<file path="src/rtl/uart_tx_arbiter_pkg.sv">
// Shared types and constants for the UART transmit arbiter.
// Optional feature macro: UART_ARB_FRAMING_EN (header byte before each payload).
package uart_arb_pkg;

  localparam logic [3:0]  HDR_TAG = 4'hA;
  localparam int unsigned MAX_REQ = 16;

  typedef enum logic [1:0] {
    IDLE,
`ifdef UART_ARB_FRAMING_EN
    HDR_WAIT,
`endif
    PAY_WAIT
  } state_t;

  // Frame header: fixed tag in the high nibble, requester index in the low nibble.
  function automatic logic [7:0] header_byte(input logic [$clog2(MAX_REQ)-1:0] id);
    return {HDR_TAG, id};
  endfunction

endpackage

</file>
<file path="src/rtl/uart_tx_arbiter_if.sv">
// Requester and UART-side signal bundle for uart_tx_arbiter.
// master: requesters/transmitter side; slave: the arbiter.
interface uart_tx_arbiter_if #(
  parameter int unsigned N_REQ = 4
);
  localparam int unsigned IDW = $clog2(N_REQ);

  logic [N_REQ-1:0]   req_valid;
  logic [8*N_REQ-1:0] req_data;
  logic [N_REQ-1:0]   req_ready;
  logic               tx_dv;
  logic [7:0]         tx_byte;
  logic               tx_done;
  logic               busy;
  logic [IDW-1:0]     grant_id;
  logic               timeout_err;

  modport master (
    output req_valid, req_data, tx_done,
    input  req_ready, tx_dv, tx_byte, busy, grant_id, timeout_err
  );

  modport slave (
    input  req_valid, req_data, tx_done,
    output req_ready, tx_dv, tx_byte, busy, grant_id, timeout_err
  );
endinterface

</file>
<file path="src/rtl/uart_tx_arbiter_rr_pick.sv">
// Combinational round-robin finder: first set req_valid bit after ptr, wrapping.
module rr_pick
  import uart_arb_pkg::*;
#(
  parameter int unsigned N_REQ = 4
) (
  input  logic [N_REQ-1:0]         req_valid,
  input  logic [$clog2(N_REQ)-1:0] ptr,
  output logic                     found,
  output logic [$clog2(N_REQ)-1:0] idx
);
  localparam int unsigned IDW = $clog2(N_REQ);

  // Scan offsets 1..N_REQ from ptr; the last offset revisits ptr itself.
  always_comb begin
    found = 1'b0;
    idx   = '0;
    for (int unsigned off = 1; off <= N_REQ; off++) begin
      logic [IDW-1:0] cand;
      cand = IDW'((32'(ptr) + off) % N_REQ);
      if (!found && req_valid[cand]) begin
        found = 1'b1;
        idx   = cand;
      end
    end
  end
endmodule

</file>
<file path="src/rtl/uart_tx_arbiter.sv">
// Round-robin arbiter feeding single bytes from N_REQ requesters to a UART
// transmitter, with a tx_done watchdog.
// Optional feature macro: UART_ARB_FRAMING_EN (send 8'hA0|grant_id before each payload).
module uart_tx_arbiter
  import uart_arb_pkg::*;
#(
  parameter int unsigned N_REQ        = 4,
  parameter logic [31:0] TIMEOUT_CLKS = 32'd10000
) (
  input  logic             CLK,
  input  logic             RST,
  uart_tx_arbiter_if.slave bus
);
  localparam int unsigned IDW = $clog2(N_REQ);

  state_t           state, state_next;
  logic [IDW-1:0]   ptr;
  logic [IDW-1:0]   grant_id;
  logic [7:0]       tx_byte;
  logic             tx_dv;
  logic             timeout_err;
  logic [N_REQ-1:0] req_ready;
  logic [31:0]      wd;

  logic             found;
  logic [IDW-1:0]   pick_idx;
  logic [7:0]       pick_byte;
  logic             grant;
  logic             send_pay;
  logic             abort;
  logic             wd_hit;
`ifdef UART_ARB_FRAMING_EN
  logic [7:0]       pay_byte;
`endif

  rr_pick #(.N_REQ(N_REQ)) u_pick (
    .req_valid (bus.req_valid),
    .ptr       (ptr),
    .found     (found),
    .idx       (pick_idx)
  );

  assign pick_byte = bus.req_data[{pick_idx, 3'b000} +: 8];

  // Compared one count ahead so the registered abort lands exactly
  // TIMEOUT_CLKS clocks after tx_dv; tx_done in that same cycle wins.
  assign wd_hit = (wd + 32'd1) >= TIMEOUT_CLKS;

  assign bus.req_ready   = req_ready;
  assign bus.tx_dv       = tx_dv;
  assign bus.tx_byte     = tx_byte;
  assign bus.busy        = (state != IDLE);
  assign bus.grant_id    = grant_id;
  assign bus.timeout_err = timeout_err;

  // State register.
  always_ff @(posedge CLK) begin
    if (RST) state <= IDLE;
    else     state <= state_next;
  end

  // Next-state and per-edge action decode.
  always_comb begin
    state_next = state;
    grant      = 1'b0;
    send_pay   = 1'b0;
    abort      = 1'b0;
    unique case (state)
      IDLE: begin
        if (found) begin
          grant = 1'b1;
`ifdef UART_ARB_FRAMING_EN
          state_next = HDR_WAIT;
`else
          state_next = PAY_WAIT;
`endif
        end
      end
`ifdef UART_ARB_FRAMING_EN
      HDR_WAIT: begin
        if (bus.tx_done) begin
          send_pay   = 1'b1;
          state_next = PAY_WAIT;
        end else if (wd_hit) begin
          abort      = 1'b1;
          state_next = IDLE;
        end
      end
`endif
      PAY_WAIT: begin
        if (bus.tx_done) begin
          state_next = IDLE;
        end else if (wd_hit) begin
          abort      = 1'b1;
          state_next = IDLE;
        end
      end
      default: state_next = IDLE;
    endcase
  end

  // Grant bookkeeping, byte latch, pulse outputs and watchdog.
  always_ff @(posedge CLK) begin
    if (RST) begin
      ptr         <= IDW'(N_REQ - 1);
      grant_id    <= '0;
      tx_byte     <= 8'h00;
      tx_dv       <= 1'b0;
      req_ready   <= '0;
      timeout_err <= 1'b0;
      wd          <= '0;
`ifdef UART_ARB_FRAMING_EN
      pay_byte    <= 8'h00;
`endif
    end else begin
      tx_dv       <= grant | send_pay;
      req_ready   <= '0;
      timeout_err <= abort;
      if (grant) begin
        ptr                 <= pick_idx;
        grant_id            <= pick_idx;
        req_ready[pick_idx] <= 1'b1;
        wd                  <= '0;
`ifdef UART_ARB_FRAMING_EN
        tx_byte  <= header_byte(4'(pick_idx));
        pay_byte <= pick_byte;
`else
        tx_byte  <= pick_byte;
`endif
      end
`ifdef UART_ARB_FRAMING_EN
      else if (send_pay) begin
        tx_byte <= pay_byte;
        wd      <= '0;
      end
`endif
      else if (state != IDLE) begin
        wd <= wd + 32'd1;
      end
    end
  end
endmodule

</file>
<file path="src/flat_wrapper.sv">
// flat-port wrapper written by rule: the top's interface ports become plain ports
module uart_tx_arbiter_flat import uart_arb_pkg::*;
#(
  parameter int unsigned N_REQ        = 4,
  parameter logic [31:0] TIMEOUT_CLKS = 32'd10000
)
  (CLK, RST, bus_req_valid, bus_req_data, bus_tx_done, bus_req_ready, bus_tx_dv, bus_tx_byte, bus_busy, bus_grant_id, bus_timeout_err);
  uart_tx_arbiter_if #(.N_REQ(N_REQ)) bus_i ();
  input  logic CLK;
  input  logic RST;
  input wire logic [$bits(bus_i.req_valid)-1:0] bus_req_valid;
  input wire logic [$bits(bus_i.req_data)-1:0] bus_req_data;
  input wire logic [$bits(bus_i.tx_done)-1:0] bus_tx_done;
  output wire logic [$bits(bus_i.req_ready)-1:0] bus_req_ready;
  output wire logic [$bits(bus_i.tx_dv)-1:0] bus_tx_dv;
  output wire logic [$bits(bus_i.tx_byte)-1:0] bus_tx_byte;
  output wire logic [$bits(bus_i.busy)-1:0] bus_busy;
  output wire logic [$bits(bus_i.grant_id)-1:0] bus_grant_id;
  output wire logic [$bits(bus_i.timeout_err)-1:0] bus_timeout_err;
  assign bus_i.req_valid = bus_req_valid;
  assign bus_i.req_data = bus_req_data;
  assign bus_i.tx_done = bus_tx_done;
  assign bus_req_ready = bus_i.req_ready;
  assign bus_tx_dv = bus_i.tx_dv;
  assign bus_tx_byte = bus_i.tx_byte;
  assign bus_busy = bus_i.busy;
  assign bus_grant_id = bus_i.grant_id;
  assign bus_timeout_err = bus_i.timeout_err;
  uart_tx_arbiter #(.N_REQ(N_REQ), .TIMEOUT_CLKS(TIMEOUT_CLKS)) u_core (.CLK(CLK), .RST(RST), .bus(bus_i));
endmodule
</file>
<file path="config.mk">
export PLATFORM = sky130hd
export DESIGN_NAME = uart_tx_arbiter_flat
export DESIGN_NICKNAME = d
export VERILOG_FILES = /design/src/rtl/uart_tx_arbiter_pkg.sv /design/src/rtl/uart_tx_arbiter_if.sv /design/src/rtl/uart_tx_arbiter_rr_pick.sv /design/src/rtl/uart_tx_arbiter.sv /design/src/flat_wrapper.sv
export SDC_FILE = /design/constraint.sdc
export NUM_CORES = 1
export LEC_CHECK = 0
export ABC_AREA = 1
export CORE_ASPECT_RATIO = 0.5
export CORE_MARGIN = 4
export CORE_UTILIZATION = 55
export CTS_CLUSTER_DIAMETER = 200
export DETAILED_ROUTE_END_ITERATION = 6
export DONT_BUFFER_PORTS = 1
export PLACE_DENSITY_LB_ADDON = 0.12
export SETUP_SLACK_MARGIN = 0.2
export SLEW_MARGIN = 20
export SYNTH_ARGS = -nofsm -noshare
export SYNTH_HDL_FRONTEND = slang
export SYNTH_SLANG_ARGS = --single-unit
</file>
<file path="constraint.sdc">
create_clock -name CLK -period 3.35 [get_ports CLK]
set_input_delay 0.67 -clock CLK [delete_from_list [all_inputs] [get_ports CLK]]
set_output_delay 0.67 -clock CLK [all_outputs]
set_load 0.02 [all_outputs]
</file>
Word-level counts from Yosys, hierarchy flattened. Cells that the tools add are included.

Register bits: 52. Input bits: 39. Output and inout port bits: 17. Logic and storage cells: 64.

Add/subtract/negate cells: 5. Order comparisons: 7. Equal/unequal tests: 3. Shifts and indexed selects: 1. Mux-type cells: 25. Bitwise gates (word level): 2. Reduce and logical (&&, ||, !) cells: 13.

Operator list (number): $add A32 B1 Y32 const B (1); $ge A32 B14 Y1 const B (1); $shiftx A32 B6 Y8 (1); $lt A2 B3 Y1 const B (5); $mux W2 (7); $mux W1 (12); $bmux W1 S2 (4); $add A2 B1 Y2 const B (2); $add A2 B2 Y2 const B (2); $logic_and A1 B1 Y1 (4); $pmux W2 S2 (1); $reduce_or A2 Y1 (2); $logic_not A1 Y1 (3); $ne A3 B2 Y1 const B (1); $reduce_or A3 Y1 (1); $demux W1 S2 (1); $eq A2 B1 Y1 const B (1); $ge A2 B1 Y1 const B (1); $logic_not A2 Y1 (1); $ne A2 B1 Y1 const B (1); $not A1 Y1 (2); $reduce_and A2 Y1 (1); $reduce_bool A2 Y1 (1).

Logic depth before layout (Yosys ltp).
Depth after elaboration: 17. Mapped depth: 16. Gate-level depth less buffers: 15.

By module. A second synthesis with hierarchy kept.

Cell total of the unflattened synthesis: 545. Area total of the unflattened synthesis: 3450.8 sq um.

Modules (own cells, without submodules): uart_tx_arbiter (instances 1, cells each 496, area an instance 3160.5 sq um, seq. area each 1021.0 sq um); rr_pick (instances 1, cells each 49, area an instance 290.3 sq um, seq. area each 0.0 sq um).

Worst setup path after synthesis. No wires, ideal clock.

Path kind: input-to-reg. Start: in bus_req_valid[1]. End: reg u_core.tx_byte[6], in the netlist u_core.bus.tx_byte[6]. Setup time: 0.112 ns. Arrival time: 1.735 ns. Data required time: 3.238 ns. Slack: 1.503 ns. Cell stages on the path: 15. Buffers on the path: 1. Cells stage by stage: inv_1 -> nand2_1 -> nand2_1 -> nand2_1 -> o21ai_1 -> nand2_1 -> nand3_1 -> nand2_2 -> buf_6 -> nand3_1 -> nand2_1 -> nand2_1 -> nand2_1 -> nand2_1 -> nand2_1.

Word-level cells in the longest chain between the ends: 14. Elaborated cells on any way between the ends: 25. Those cells by class: shift (1); mux (18); reduce/logical (6).

Ends and longest elaborated chain: from (decl) (RTL line flat_wrapper.sv:11) `input wire logic [$bits(bus_i.req_valid)-1:0] bus_req_valid;`; branches (longest 14 deep; another with $bmux W1 S2); to (signal assigned) (RTL line uart_tx_arbiter.sv:128) `tx_byte <= pick_byte;`; to (decl) (RTL line uart_tx_arbiter.sv:19) `logic [7:0] tx_byte;`.

Parallel ways; which one is timed is not known. The select of a mux whose other input is x is not followed. A chain may end at the register's enable or synchronous reset.

Worst setup path after layout.
Start: reg u_core.ptr[0]. End: reg u_core.wd[29].

Word-level cells in the longest chain between the ends: 16. Elaborated cells on any way between the ends: 25. Those cells by class: add/sub (4); mux (14); reduce/logical (7).

Ends and longest elaborated chain: from (decl) (RTL line uart_tx_arbiter.sv:17) `logic [IDW-1:0] ptr;`; from (signal assigned) (RTL line uart_tx_arbiter.sv:105) `ptr <= IDW'(N_REQ - 1);`; from (signal assigned) (RTL line uart_tx_arbiter.sv:120) `ptr <= pick_idx;`; $add A2 B1 Y2 (RTL line uart_tx_arbiter_rr_pick.sv:20) `cand = IDW'((32'(ptr) + off) % N_REQ);`; $bmux W1 S2 (RTL line uart_tx_arbiter_rr_pick.sv:21) `if (!found && req_valid[cand]) begin`; $mux W1 (not written as such) (RTL line uart_tx_arbiter_rr_pick.sv:21); $mux W1 (RTL line uart_tx_arbiter_rr_pick.sv:21); $logic_not A1 Y1 (RTL line uart_tx_arbiter_rr_pick.sv:21); $logic_and A1 B1 Y1 (RTL line uart_tx_arbiter_rr_pick.sv:21); $mux W1 (RTL line uart_tx_arbiter_rr_pick.sv:21); $logic_not A1 Y1 (RTL line uart_tx_arbiter_rr_pick.sv:21); $logic_and A1 B1 Y1 (RTL line uart_tx_arbiter_rr_pick.sv:21); $mux W1 (RTL line uart_tx_arbiter_rr_pick.sv:21); $logic_not A1 Y1 (RTL line uart_tx_arbiter_rr_pick.sv:21); $logic_and A1 B1 Y1 (RTL line uart_tx_arbiter_rr_pick.sv:21); $mux W1 (*) (RTL line uart_tx_arbiter_rr_pick.sv:21); $mux W1 (*) (RTL line uart_tx_arbiter.sv:70) `if (found) begin`; $mux W1 (*) (RTL line uart_tx_arbiter.sv:68) `unique case (state)`; $reduce_or A2 Y1 (no source line) (*); to (signal assigned) (RTL line uart_tx_arbiter.sv:138) `wd <= wd + 32'd1;`; to (decl) (RTL line uart_tx_arbiter.sv:23) `logic [31:0] wd;`.

Every way passes the cells marked *; elsewhere a longest branch is shown, timed or not. The select of a mux whose other input is x is not followed.

==> metrics.txt <==
starting density of the core=59.4%; Synth cell types=32; worst path arrival time=2640 ps; syn_nets=616; antenna cell count=0; Tightest Hold Check Type=reg2reg; 1st-iter DRT viols=198; largest net degree at the start of global routing=47; final HPWL from detailed placement=6.31 mm; synthesized area per cell=5.91 µm²; post-CTS setup repair buffer count=0; CP endpoint kind=flip-flop; final routed DRC violation total=0; Worst Setup SP=u_core.ptr[0]; gpl congestion=0.910; H-tree depth=2; initial antenna violation count=0; Max Clk Rate=0.414 GHz; Startpoint Class=flip-flop; GRT Overall Usage=23.5%; Crit Reg-Reg Endpoint=u_core.wd[29]; via count=3382; sequential area share after synthesis=30.0%; r2r startpoint=u_core.ptr[0]; final period utilization=72.2%; Tmin final=2420 ps; maximum vdd drop=0.645 mV; mapped cell area=0.00340 mm²; CTS hold repair buffers=0; Clock transition at path regs=70 ps; Pleak=1.55 nW; Core ar.=0.00573 mm²; worst-case clock buffer depth=2; RSZ-0062 raised after global routing=false; CTS tree=built; Port Buffers=0; leading area contributor after synthesis=dfxtp_1; Final Max Slew Viols=0; dpl cell area=0.00340 mm²; Chip Width=119 µm; Warnings, synthesis=0; die height=63.6 µm; final std cell area, no fill=0.00359 mm²; global route overflow=0; setup_tns=0 ps; Max Cap Viol=0; first-pass GRT wire length=14.6 mm; Post-CTS Resized=0; critical path fanouts, max=29; post-synthesis sequential element count=51; Pwr per Cell Area=840 mW/mm²; crit path to=u_core.wd[29]; most frequent cells in the layout=nand2_1 (229), nor2_1 (86), dfxtp_1 (51); std cell rows=19; Antenna Nets Post-Route=0; Slew headroom=62.0%; R2R Setup Slk=930 ps; Worst-Skew Late Latency=290 ps; clock sink count=51; Final setup viols=0; Worst Skew=4.73 ps; final net count=609; I/O pin cnt=56; commonest non-fill, non-tap cell in the layout=nand2_1; Worst Tran Pin Value=567 ps; Worst R2R Path Depth=12; Synth area leaders=dfxtp_1 (30%), nand2_1 (25%), nor2_1 (9.5%), nand3_1 (6.0%), inv_1 (4.2%); clock root buffer=clkbuf_16; Final Hold Viols=0; die area=0.00759 mm²; vias in the first global route=3133; DRT Pass-1 Iters=5; share of cells above drive strength 1=6.84%; DR WL/cell=12.7 µm; worst setup path class=reg2reg; Num CTS Buffers=5; Critical Path RT=3570 ps; routed wire length=8.28 mm; Layout area overhead=5.48%; Yosys top cell area share=30.0%; outcome=completed; Post-Synthesis Cells=576; Final Util=62.7%; drt via density=5.17
==> sequential cells by signal (all words and copies together), names as in the netlist <==
signal                  flops
u_core.wd                  32
u_core.bus.tx_byte          8
u_core.bus.req_ready        4
u_core.bus.grant_id         2
u_core.ptr                  2
u_core.bus.timeout_err      1
u_core.bus.tx_dv            1
u_core.state                1
==> how the worst min path moves through the flow <==
stage	from	endpoint	slack, ps	cells after the start
4_1_cts	u_core.wd[1]	u_core.wd[1]	500	2
5_1_grt	u_core.wd[1]	u_core.wd[1]	530	2
2_1_floorplan	u_core.wd[18]	u_core.wd[18]	470	2
3_3_place_gp	u_core.wd[1]	u_core.wd[1]	490	2
6_report	u_core.wd[1]	u_core.wd[1]	510	2
3_5_place_dp	u_core.wd[1]	u_core.wd[1]	490	2
==> routing by layer <==
layer / track usage, % / up-vias / share of wire, %
met1: 30.8 / 1453 / 49
met4: 6.78 / 0 / 1.7
met5: 0 / - / 0
met2: 38.2 / 104 / 42
li1: - / 1807 / -
met3: 6.08 / 18 / 7.9
==> critical path: stages, from the launching register on <==
cell and delay [ps]:
dfxtp_1 600, inv_2 160, nand2_1 90, nand2_1 80
nand2_1 80, o21ai_0 100, nor2_2 120, nand2_2 110
nand2_2 110, nand2_4 160, inv_2 410, o21ai_0 160
a21oi_1 160
==> Yosys cell counts (all sizes together) <==
master / count
nand2: 250
nor2: 88
dfxtp: 51
nand3: 42
inv: 41
a21oi: 25
o21ai: 23
nand3b: 12
buf: 10
xor2: 9
clkbuf: 6
nor3: 4
a31oi: 3
a211oi: 2
a22oi: 2
clkinv: 2
nand4: 2
xnor2: 2
ha: 1
o21bai: 1
==> cell families (layout without fill, tap and decap cells) <==
group           Yosys count  count (layout)  share of synthesized area [%]
buf+inv                  59              53                           8.46
simple gates            398             398                           49.4
compound gates           56              56                           8.93
fa+ha+maj                 1               1                          0.368
flops                    51              51                           30.0
xor+xnor                 11              11                           2.83
==> per-stage QoR <==
stage / hold WS, ps / setup WS [ps] / cells / power, W
finish: 507 / 932 / 654 / 0.00301
global route: 532 / 598 / 654 / 0.00333
CTS: 505 / 944 / 654 / 0.00303
detailed placement: 495 / 990 / 646 / 0.00237
global placement: 492 / 1070 / 646 / 0.00236
floorplan: 471 / 1500 / 576 / 0.00220
==> power breakdown <==
part	switching [W]	leakage, nW	internal (W)
clock	0.000231	0.0900	0.000428
sequential	0.000204	0.416	0.000745
combinational	0.000976	1.04	0.000431
==> cell type report <==
type | instances | area (µm²)
fillers | 572 | 2140
multi-input cells | 466 | 2090
flip-flops and latches | 51 | 1020
inverters | 43 | 161
clock buffers | 5 | 125
well taps | 84 | 105
clock inverters | 3 | 67.6
repair buffers | 2 | 15.0
Power figures use the tool's default switching activity.
